### src/rtl/alu_result_collector.sv
`default_nettype none
// ============================================================================
// Module      : alu_result_collector
// Description : Samples the four ALU unit results each cycle, picks one by
//               fixed priority (Arith > Logic > CMP > Shift), tags it with its
//               source and buffers it in a first-word-fall-through FIFO that is
//               drained by a valid/ready consumer. Sticky flags report flag
//               collisions and results dropped on a full FIFO.
// Revision    : 1.0 - initial release
// ============================================================================
module alu_result_collector #(
    parameter int DATA_W = 16,
    parameter int DEPTH  = 4,
    parameter int CNT_W  = 8
) (
    input  logic                       clk,
    input  logic                       rst,          // asynchronous, active low
    input  logic signed [DATA_W-1:0]   Arith_Out,
    input  logic                       Arith_Flag,
    input  logic        [DATA_W-1:0]   Logic_Out,
    input  logic                       Logic_Flag,
    input  logic        [DATA_W-1:0]   CMP_Out,
    input  logic                       CMP_Flag,
    input  logic signed [DATA_W-1:0]   Shift_Out,
    input  logic                       Shift_Flag,
    input  logic                       res_ready,
    input  logic                       err_clr,
    output logic                       res_valid,
    output logic        [DATA_W-1:0]   res_data,
    output logic        [1:0]          res_src,
    output logic [$clog2(DEPTH):0]     fifo_count,
    output logic                       collision_err,
    output logic                       overflow_err,
    output logic        [CNT_W-1:0]    drop_cnt
);

    localparam int                    c_ADDR_W    = $clog2(DEPTH);
    localparam logic [c_ADDR_W:0]     c_FULL      = (c_ADDR_W + 1)'(DEPTH);
    localparam logic [CNT_W-1:0]      c_CNT_MAX   = '1;
    localparam logic [1:0]            c_SRC_ARITH = 2'd0;
    localparam logic [1:0]            c_SRC_LOGIC = 2'd1;
    localparam logic [1:0]            c_SRC_CMP   = 2'd2;
    localparam logic [1:0]            c_SRC_SHIFT = 2'd3;

    // Each entry holds {source tag, data}
    logic [DATA_W+1:0]   r_mem [DEPTH];
    logic [c_ADDR_W-1:0] r_wr_ptr;
    logic [c_ADDR_W-1:0] r_rd_ptr;
    logic [c_ADDR_W:0]   r_count;
    logic                r_collision;
    logic                r_overflow;
    logic [CNT_W-1:0]    r_drop_cnt;

    logic                w_push;
    logic [1:0]          w_src;
    logic [DATA_W-1:0]   w_data;
    logic [2:0]          w_nflags;
    logic                w_collision;
    logic                w_full;
    logic                w_pop;
    logic                w_accept;
    logic                w_drop;
    logic [DATA_W+1:0]   w_head;

    // Fixed-priority winner selection; losers are simply discarded
    always_comb begin
        w_push   = Arith_Flag | Logic_Flag | CMP_Flag | Shift_Flag;
        w_src    = c_SRC_SHIFT;
        w_data   = Shift_Out;
        if (Arith_Flag) begin
            w_src  = c_SRC_ARITH;
            w_data = Arith_Out;
        end else if (Logic_Flag) begin
            w_src  = c_SRC_LOGIC;
            w_data = Logic_Out;
        end else if (CMP_Flag) begin
            w_src  = c_SRC_CMP;
            w_data = CMP_Out;
        end
        w_nflags    = {2'b00, Arith_Flag} + {2'b00, Logic_Flag}
                    + {2'b00, CMP_Flag}   + {2'b00, Shift_Flag};
        w_collision = (w_nflags > 3'd1);
    end

    // Handshake and full handling: a pop in the same cycle frees room for the push
    always_comb begin
        w_full   = (r_count == c_FULL);
        w_pop    = res_valid & res_ready;
        w_accept = w_push & (~w_full | w_pop);
        w_drop   = w_push & w_full & ~w_pop;
    end

    // Storage array carries no reset; validity is tracked by r_count alone
    always_ff @(posedge clk) begin
        if (w_accept) begin
            r_mem[r_wr_ptr] <= {w_src, w_data};
        end
    end

    // Pointers and occupancy; power-of-two depth makes pointer wrap implicit
    always_ff @(posedge clk or negedge rst) begin
        if (!rst) begin
            r_wr_ptr <= '0;
            r_rd_ptr <= '0;
            r_count  <= '0;
        end else begin
            if (w_accept) r_wr_ptr <= r_wr_ptr + 1'b1;
            if (w_pop)    r_rd_ptr <= r_rd_ptr + 1'b1;
            case ({w_accept, w_pop})
                2'b10:   r_count <= r_count + 1'b1;
                2'b01:   r_count <= r_count - 1'b1;
                default: r_count <= r_count;
            endcase
        end
    end

    // Sticky error flags and saturating drop counter; a new event beats err_clr
    always_ff @(posedge clk or negedge rst) begin
        if (!rst) begin
            r_collision <= 1'b0;
            r_overflow  <= 1'b0;
            r_drop_cnt  <= '0;
        end else begin
            if (w_collision)  r_collision <= 1'b1;
            else if (err_clr) r_collision <= 1'b0;

            if (w_drop)       r_overflow <= 1'b1;
            else if (err_clr) r_overflow <= 1'b0;

            if (err_clr) begin
                r_drop_cnt <= w_drop ? {{(CNT_W-1){1'b0}}, 1'b1} : '0;
            end else if (w_drop && (r_drop_cnt != c_CNT_MAX)) begin
                r_drop_cnt <= r_drop_cnt + 1'b1;
            end
        end
    end

    // Head entry falls through; outputs read zero while empty
    always_comb begin
        w_head        = r_mem[r_rd_ptr];
        res_valid     = (r_count != '0);
        res_data      = res_valid ? w_head[DATA_W-1:0]      : '0;
        res_src       = res_valid ? w_head[DATA_W+1:DATA_W] : 2'd0;
        fifo_count    = r_count;
        collision_err = r_collision;
        overflow_err  = r_overflow;
        drop_cnt      = r_drop_cnt;
    end

endmodule
`default_nettype wire
### config.mk
export PLATFORM = sky130hd
export DESIGN_NAME = alu_result_collector
export DESIGN_NICKNAME = d
export VERILOG_FILES = /design/src/rtl/alu_result_collector.sv
export SDC_FILE = /design/constraint.sdc
export NUM_CORES = 1
export LEC_CHECK = 0
export ABC_AREA = 0
export BUFFER_PORTS_ARGS = -buffer_cell sky130_fd_sc_hd__buf_2
export CORE_ASPECT_RATIO = 1.1
export CORE_UTILIZATION = 50
export DETAILED_ROUTE_END_ITERATION = 16
export GPL_TIMING_DRIVEN = 1
export PLACE_DENSITY = 0.76
export RECOVER_POWER = 25
export SLEW_MARGIN = 20
export SYNTH_ARGS = -nofsm -noshare
export SYNTH_HDL_FRONTEND = slang
export SYNTH_SLANG_ARGS = --single-unit
### constraint.sdc
create_clock -name clk -period 3 [get_ports clk]
set_clock_uncertainty 0.15 [all_clocks]
set_input_delay 0 -clock clk [delete_from_list [all_inputs] [get_ports clk]]
set_output_delay 0 -clock clk [all_outputs]
set_load 0.05 [all_outputs]
After elaboration in Yosys (flattened, before gate mapping) --
Memory sizes are Yosys's and may differ from the RTL's. Cells that the tools add are included.
Cells by class: add/subtract/negate cells 8, order comparisons 1, equal/unequal tests 4, mux-type cells 17, bitwise gates (word level) 10, reductions and logical operators 6
Operator list (number):
- 16-bit two-way mux | 4
- 8-bit two-way mux | 2
- 8-bit by 1-bit adder with 8-bit output (second input constant) | 1
- 8-bit != test (second input constant) | 1
- 2-bit nonzero test | 4
- 1-bit two-way mux | 7
- 2-bit two-way mux | 3
- 3-bit one-hot mux with 2 select lines | 1
- 2-bit by 1-bit adder with 2-bit output (second input constant) | 2
- 1-bit bitwise AND | 4
- 1-bit OR | 4
- 2-bit by 1-bit adder with 3-bit output | 1
- 3-bit by 1-bit adder with 3-bit output | 1
- 3-bit by 1-bit adder with 3-bit output (second input constant) | 1
- 3-bit equality test (second input constant) | 1
- 3-bit by 1-bit > comparator with 1-bit output (second input constant) | 1
- 3-bit nonzero test | 1
- 3-bit by 1-bit subtractor with 3-bit output (second input constant) | 1
- 1-bit by 1-bit adder with 2-bit output | 1
- 2-bit by 1-bit equality test with 1-bit output (second input constant) | 1
- 2-bit equality test (second input constant) | 1
- 1-bit inverter | 2
- 1-bit logical AND | 1
Word-level totals: flip-flop bits (word level) 17, RAM bits 72, input port bits 72, output and inout bits 32, word-level logic and storage cells 53, memories kept 1
Memories:
- r_mem | words 4, bits a word 18, read ports 1, clocked after Yosys merged registers in 0, write ports 1, RTL line 46 | logic [DATA_W+1:0] r_mem [DEPTH];

Logic depth before layout (Yosys ltp) --
Gate-level depths: netlist (run 1).
depth in word-level cells 8, gate-level depth with buffers 12, depth with buffers taken out 10

Worst setup path before layout (run 1) --
OpenSTA, ideal clock, no wires.
kind register -> register, start point register r_count[0], in the netlist fifo_count[0], end point register r_count[2], in the netlist fifo_count[2], setup time 0.145 ns, arrival 2.253 ns, data required time 2.705 ns, setup slack 0.452 ns, cell stages (with the launch flop) 10, path buffers 1, clock period less this slack 2.548 ns, path through dfrtp_1 > or3_2 > clkbuf_1 > and2_1 > ha_1 > inv_1 > fa_1 > xor2_1 > nor2_1 > xor2_1
Between the ends: word-level cells in the longest chain between the ends 6
RTL lines:
- start: declaration | RTL line 49 | logic [c_ADDR_W:0] r_count;
- start signal: assignment | RTL line 110 | 2'b10: r_count <= r_count + 1'b1;
- start signal: assignment | RTL line 111 | 2'b01: r_count <= r_count - 1'b1;
- start signal: assignment | RTL line 112 | default: r_count <= r_count;
- 3-bit nonzero test (*) | RTL line 141 | res_valid = (r_count != '0);
- 1-bit bitwise AND (*) | RTL line 88 | w_pop = res_valid & res_ready;
- named net w_pop | RTL line 60 | logic w_pop;
- 1-bit OR | RTL line 89 | w_accept = w_push & (~w_full | w_pop);
- 1-bit bitwise AND | RTL line 89
- 2-bit by 1-bit equality test with 1-bit output or 2-bit equality test (tied branches) | RTL line 109 | case ({w_accept, w_pop})
- 3-bit one-hot mux with 2 select lines or 2-bit nonzero test (tied branches)
The timed path passes the listed nets; every way through them passes the cells marked *. A chain may end at the register's enable or synchronous reset.

Final worst setup path (run 1) --
start point register r_count[0], in the netlist fifo_count[0], end point register r_count[2], in the netlist fifo_count[2]
Between the ends: word-level cells in the longest chain between the ends 6
RTL lines (RTL line):
- 3-bit nonzero test or 3-bit equality test (tied branches) | 141, 87
- 1-bit bitwise AND or 1-bit inverter (tied branches) | 88, 89
- 1-bit OR | 89
- 1-bit bitwise AND | 89
- 2-bit by 1-bit equality test with 1-bit output or 2-bit equality test (tied branches) | 109
- 3-bit one-hot mux with 2 select lines or 2-bit nonzero test (tied branches)
Parallel ways exist; a longest one is shown, timed or not.

==> key figures, run 1 <==
Synthesis
  – Mux contribution to synthesized area: 14.0%
  – Yosys warning count: 0
  – Register bit total from synthesis: 89
  – XOR/XNOR share of the synthesized area: 1.25%
  – Netlist cell types: 32
  – Mapped Area: around 4200 um^2
  – Mapped Nets: 380
  – Number of enable flip-flop cells after synthesis: 72
  – Compound-cell area share of the yosys netlist: 6.84%
  – Post-synthesis adder-cell area fraction: 3.05%
  – Post-synthesis simple-gate area fraction: about a tenth
  – Mapped Cells: 299
  – Sequential-to-total area share from yosys stat: 61.8%
  – Mean Syn Cell Area: 14.0 um^2
  – Ys async rst share: 19.1%
  – Main synth FF type: edfxtp_1
  – Largest family of logic cells by synthesized area: multiplexers

Layout
  – Area growth, synth to finish: 25.5%
  – Share of cells above drive strength 1: 30.9%
  – Post-route insts no fill: ~540
  – Post-route core utilization: about 66%
  – # diodes: 0
  – Final net count: around 510
  – Leading cell type in the layout, fill and taps excluded: buf_2
  – Fill count: 623
  – Most frequent cells in the layout: 88 x buf_2, 72 x edfxtp_1, 23 x and2_1, 23 x a21oi_1, 22 x dlygate4sd3_1
  – Sequential Area: 2590 um^2
  – Area of the multi-input gates: approximately 1500 um^2

Setup path
  – Critical path type: reg -> reg
  – Max Fanout on Critical Path: 8
  – Critical path capture point type: flip-flop
  – Startpoint Class: flip-flop
  – CP arrival: 2650 ps
  – Critical Path RT: 3110 ps

Timing
  – Worst-margin pin slew: 892 ps
  – Max_slew headroom: between 40% and 50%
  – WHS: 50.7 ps
  – Setup violations, final: 0
  – Fmax: 394 MHz
  – Fin. max-slew vios: 0
  – Setup TNS: 0 ps
  – Final period utilization: 84.6%
  – Hold Vio Cnt, Final: 0
  – Tmin final: roughly 2500 ps
  – Unrepaired setup endpoints after global routing: false

Floorplanning
  – Die X: 89.3 um
  – I/O Pins: 104
  – Initial Utilization: 52.4%
  – Die Y: 98 um
  – Die area: 8750 um^2
  – Core Rows: 34
  – Core area: 8000 um^2

Clock network
  – Htree depth: 3
  – Deepest clock path buffer count: 2
  – Clk_lat worst skew: 340 ps
  – TritonCTS clock tree: done
  – Clock-pin slew on the worst setup and hold paths: 80 ps
  – CTS Buf Count: 9
  – Sink Count: 89
  – CTS root buffer: clkbuf_8

Global route
  – Total track usage: approximately 22%
  – Global-route wire length before repair: 14.1 mm
  – Global route total overflow: 0
  – Initial antenna violation count: 0
  – Largest net degree at the start of global routing: 34
  – Number of global-route vias before repair: 2936

Flow run
  – Max cap viols: 0

Route
  – Vias/cell: 5.36
  – DR DRC count: 0
  – DR vias: 2884
  – Drt total wl: ~9.1 mm
  – First-pass iteration count of the detailed router: 4
  – Routed Antenna Nets: 0
  – Average wire per standard cell: 16.9 um
  – Initial DRC count: approximately 130

Outcome
  – Status: completed

Power
  – Lkg Pwr: 2.11 nW
  – Peak VDD IR: 0.502 mV
  – Total power: between 5 and 6 mW
  – Power per Cell Area: 1030 nW/um^2

Place
  – Final Wtd Congestion: 0.724
  – Placed instance count: 501
  – Post-DP HPWL: approximately 6 mm
  – Port Buffers: 103

Worst hold path
  – Hold Crit Class: in -> reg
==> routing by layer <==
layer	up-vias	global-route usage, %	routed length, um
met4	0	7.08	131
met5	-	0	0
met2	108	39.8	4910
li1	1360	-	-
met1	1403	26.4	3590
met3	13	4.48	475
==> area by class of cell <==
type,instances,share of cell area [%]
Clock buffer,9,2.36
Clock inverter,6,2.05
Inverter,13,0.928
Multi-Input combinational cell,180,27.9
Sequential cell,89,49.2
Tap cell,108,2.57
Timing Repair Buffer,133,15.0
==> per-stage QoR <==
stage	instance area [um^2]	setup slack, ps
after detailed placement	4820	462
after global routing	5260	289
after floorplan	4190	452
after global placement	4820	555
final	5260	461
after CTS	5280	445
==> state kept, by name, indices dropped and copies added (netlist names) <==
register and flops:
r_wr_ptr 2, collision_err 1, r_rd_ptr 2, r_mem 72
drop_cnt 8, overflow_err 1, fifo_count 3
==> synth_stat cells (2+ instances only) <==
master | n | area (um^2)
edfxtp_1 | 72 | 2160
a21oi_1 | 23 | 115
and2_1 | 23 | 144
nand2_1 | 21 | 78.8
o21ai_0 | 21 | 105
mux2i_1 | 18 | 180
mux4_2 | 18 | 405
nor2_1 | 18 | 67.6
dfrtp_1 | 17 | 425
inv_1 | 13 | 48.8
clkbuf_1 | 10 | 37.5
ha_1 | 7 | 87.6
nand3_1 | 5 | 25.0
buf_2 | 4 | 20.0
o31ai_1 | 3 | 22.5
or3_2 | 3 | 22.5
or4_1 | 3 | 22.5
xnor2_1 | 3 | 26.3
xor2_1 | 3 | 26.3
fa_1 | 2 | 40.0
==> power by group <==
part / internal, mW / total (mW) / switching [mW]
registers: 1.82 / 2.03 / 0.218
logic: 0.820 / 2.44 / 1.62
clock network: 0.546 / 0.938 / 0.392
==> worst paths after layout <==
path                                       to  depth (start not counted)  slack [ps]           from
min in group asynchronous         drop_cnt[4]                          3         640            rst
worst min register to register  fifo_count[2]                          1         390  fifo_count[2]
max in group asynchronous         drop_cnt[1]                          3        1570            rst
worst min-delay path            collision_err                          4          50     Arith_Flag
worst max register to register  fifo_count[2]                          9         460  fifo_count[0]
worst max-delay path            fifo_count[2]                          9         460  fifo_count[0]
==> repair_timing <==
action | CTS | global route
buffers inserted | 0 | 0
hold buffers | 22 | 0
hold endpoints to repair | 93 | 0
gates resized for setup | 0 | 0
==> critical path, cell delays in order, from the launching register on <==
cell	delay (ps)
dfrtp_1	450
nor4b_4	440
a31oi_1	230
inv_1	120
ha_1	190
inv_1	60
fa_1	380
xor2_1	150
nor2_1	110
xor2_1	180
==> logic make-up (layout without fill, tap and decap cells) <==
logic type,after synthesis,after routing
compound gates,51,51
xor+xnor,6,6
fa+ha+maj,9,9
buf+inv,30,161
flops,89,89
mux,36,36
simple gates,78,78
Power figures use the tool's default switching activity.
==> inputs of run 2 (changes only) <==
CORE_UTILIZATION = 48   (was 50)
clock period = 2.2 ns   (was 3 ns; I/O delays follow)
==> key figures, run 2 (synthesis gave the netlist of run 1 again) <==
Power
  – Peak VDD IR: 0.723 mV (+44%)
  – Lkg Pwr: 2.12 nW (+0.28%)
  – Power per Cell Area: 1350 nW/um^2 (+31%)
  – Total power: 7.17 mW (+33%)

Setup path
  – Max Fanout on Critical Path: 5 (-3)
  – Critical path capture point type: flip-flop
  – Reg2reg end: fifo_count[2]
  – CP Launch Point: fifo_count[0]
  – CP arrival: 2210 ps (-440 ps)
  – R2r worst-path depth: 9 (unchanged)
  – Worst R2R Setup Slack: 110 ps (-350 ps)
  – RR Startpoint: fifo_count[0]
  – Critical Path RT: 2320 ps (-790 ps)
  – Startpoint Class: flip-flop
  – Critical path type: reg -> reg

Route
  – DR vias: 2838 (-1.6%)
  – Drt total wl: 8.70 mm (-4.5%)
  – Initial DRC count: 165 (+31%)
  – DR DRC count: 0 (unchanged)
  – First-pass iteration count of the detailed router: 4 (unchanged)
  – Average wire per standard cell: 15.8 um (-6.4%)
  – Routed Antenna Nets: 0 (unchanged)
  – Vias/cell: 5.17 (-3.6%)

Layout
  – Final net count: 514 (+1.4%)
  – Leading cell type in the layout, fill and taps excluded: buf_2
  – Area growth, synth to finish: 26.6%
  – Flip-flop count of the largest register after layout: 72 (unchanged)
  – Fill count: 676 (+8.5%)
  – # diodes: 0 (unchanged)
  – Sequential Area: 2590 um^2 (+0.19%)
  – Most frequent cells in the layout: 87 x buf_2, 72 x edfxtp_1, 23 x a21oi_1
  – Share of cells above drive strength 1: 34.0% (+3.1 points)
  – Area of the multi-input gates: 1500 um^2 (+2.5%)
  – Largest Register: r_mem

Global route
  – Global-route wire length before repair: 13.8 mm (-2.5%)
  – Largest net degree at the start of global routing: 34 (unchanged)
  – Global route total overflow: 0 (unchanged)
  – GR Layer Usage met1: 25.0% (-1.3 points)
  – Total track usage: 20.1% (-2.1 points)
  – Met3 Use GR: 3.86% (-0.62 points)
  – Number of global-route vias before repair: 2810 (-4.3%)
  – GRT busiest layer: met2
  – Initial antenna violation count: 0 (unchanged)
  – Met2 global-route usage: 35.7% (-4.1 points)

Worst hold path
  – Hold Crit Endpoint: r_mem[1][16]
  – Hold path cells: 3 (-1)
  – Hold Crit Class: in -> reg
  – Hold path start: Logic_Flag

Floorplanning
  – Die X: 91.1 um (+2.0%)
  – Core Rows: 35 (+2.9%)
  – I/O Pins: 104 (unchanged)
  – Die Y: 100 um (+2.0%)
  – Core area: 8410 um^2 (+5.1%)
  – Initial Utilization: 49.8% (-2.6 points)
  – Die area: 9110 um^2 (+4.1%)

Clock network
  – CTS Buf Count: 9 (unchanged)
  – Sink Count: 89 (unchanged)
  – Deepest clock path buffer count: 2 (unchanged)
  – Htree depth: 3 (unchanged)
  – TritonCTS clock tree: done
  – Clk_lat worst skew: 350 ps (about the same)
  – Clock-pin slew on the worst setup and hold paths: 80 ps (about the same)
  – CTS root buffer: clkbuf_8

Timing
  – Hold Vio Cnt, Final: 0 (unchanged)
  – Tmin final: 2090 ps (-449 ps)
  – Worst-margin pin slew: 768 ps (-124 ps)
  – Setup TNS: 0 ps (unchanged)
  – Final period utilization: 95.0% (+10 points)
  – Fmax: 478 MHz (+21%)
  – Setup violations, final: 0 (unchanged)
  – Setup ws final: 109 ps (-351 ps)
  – Max_slew headroom: 48.7% (+8.1 points)
  – Unrepaired setup endpoints after global routing: false
  – Fin. max-slew vios: 0 (unchanged)

Place
  – Place WS: 115 ps (-347 ps)
  – Final Wtd Congestion: 0.797 (+10%)
  – Post-DP HPWL: 5.91 mm (-1.7%)
  – Port Buffers: 103 (unchanged)

Flow run
  – Max cap viols: 0 (unchanged)

Outcome
  – Status: completed
## run 2: changes by cell type in the layout (fill, tap and decap cells not counted), sizes merged
cell    previous run  this run
buf               96       101
clkbuf            24        28
bufinv             3         0
clkinv             3         5
## run 2: worst max-delay path, cell delays in order (launching register included)
cell and delay, ps:
dfrtp_2 450, nor4b_4 360, a31oi_4 60, inv_2 70
ha_4 130, inv_2 40, fa_2 320, xor2_1 150
nor2_1 130, xor2_1 160
## run 2: what timing repair did
| item | in CTS | in global routing |
|---|---|---|
| hold buffers | 22 | 0 |
| endpoints found under the setup margin | 0 | 2 |
| resized for setup | 0 | 2 |
| buffers inserted | 0 | 1 |
| hold endpoints to repair | 93 | 0 |
## run 2: power breakdown
part | internal (mW) | switching (mW) | leakage (nW)
sequential | 2.48 | 0.210 | 0.892
clock | 0.440 | 0.546 | 0.0930
combinational | 1.21 | 2.28 | 1.13
## run 2: how the worst max path moves through the flow
stage                     cells past startpoint            end  slack [ps]
final                                         9  fifo_count[2]         110
after global routing                          9  fifo_count[2]           7
after CTS                                     9  fifo_count[2]          80
after detailed placement                      9  fifo_count[2]         120
after global placement                        9  fifo_count[2]         150
after floorplan                               9  fifo_count[2]         -70
## run 2: routing by layer
layer  part of all wire [%]  vias up
met5                      0        -
met4                   0.76        0
li1                       -     1382
met2                     53       85
met3                    4.0        7
met1                     42     1364
## run 2: layout make-up
type / count / share of cell area (%)
clock buffer: 11 / 2.67
clock inverter: 5 / 0.613
sequential: 89 / 48.9
timing repair buffer: 140 / 16.0
inverter: 13 / 0.920
tap: 111 / 2.62
multi-input combinational: 180 / 28.3
## run 2: through the flow
stage / cell area [um^2] / instances / hold slack [ps] / util, %
finish: 5310 / 549 / 41.7 / 63.1
global placement: 4930 / 510 / -201 / 58.6
floorplan: 4240 / 299 / -446 / -
detailed placement: 4930 / 510 / -209 / 58.6
CTS: 5320 / 548 / 27.3 / 63.3
global route: 5310 / 549 / 75.4 / 63.1
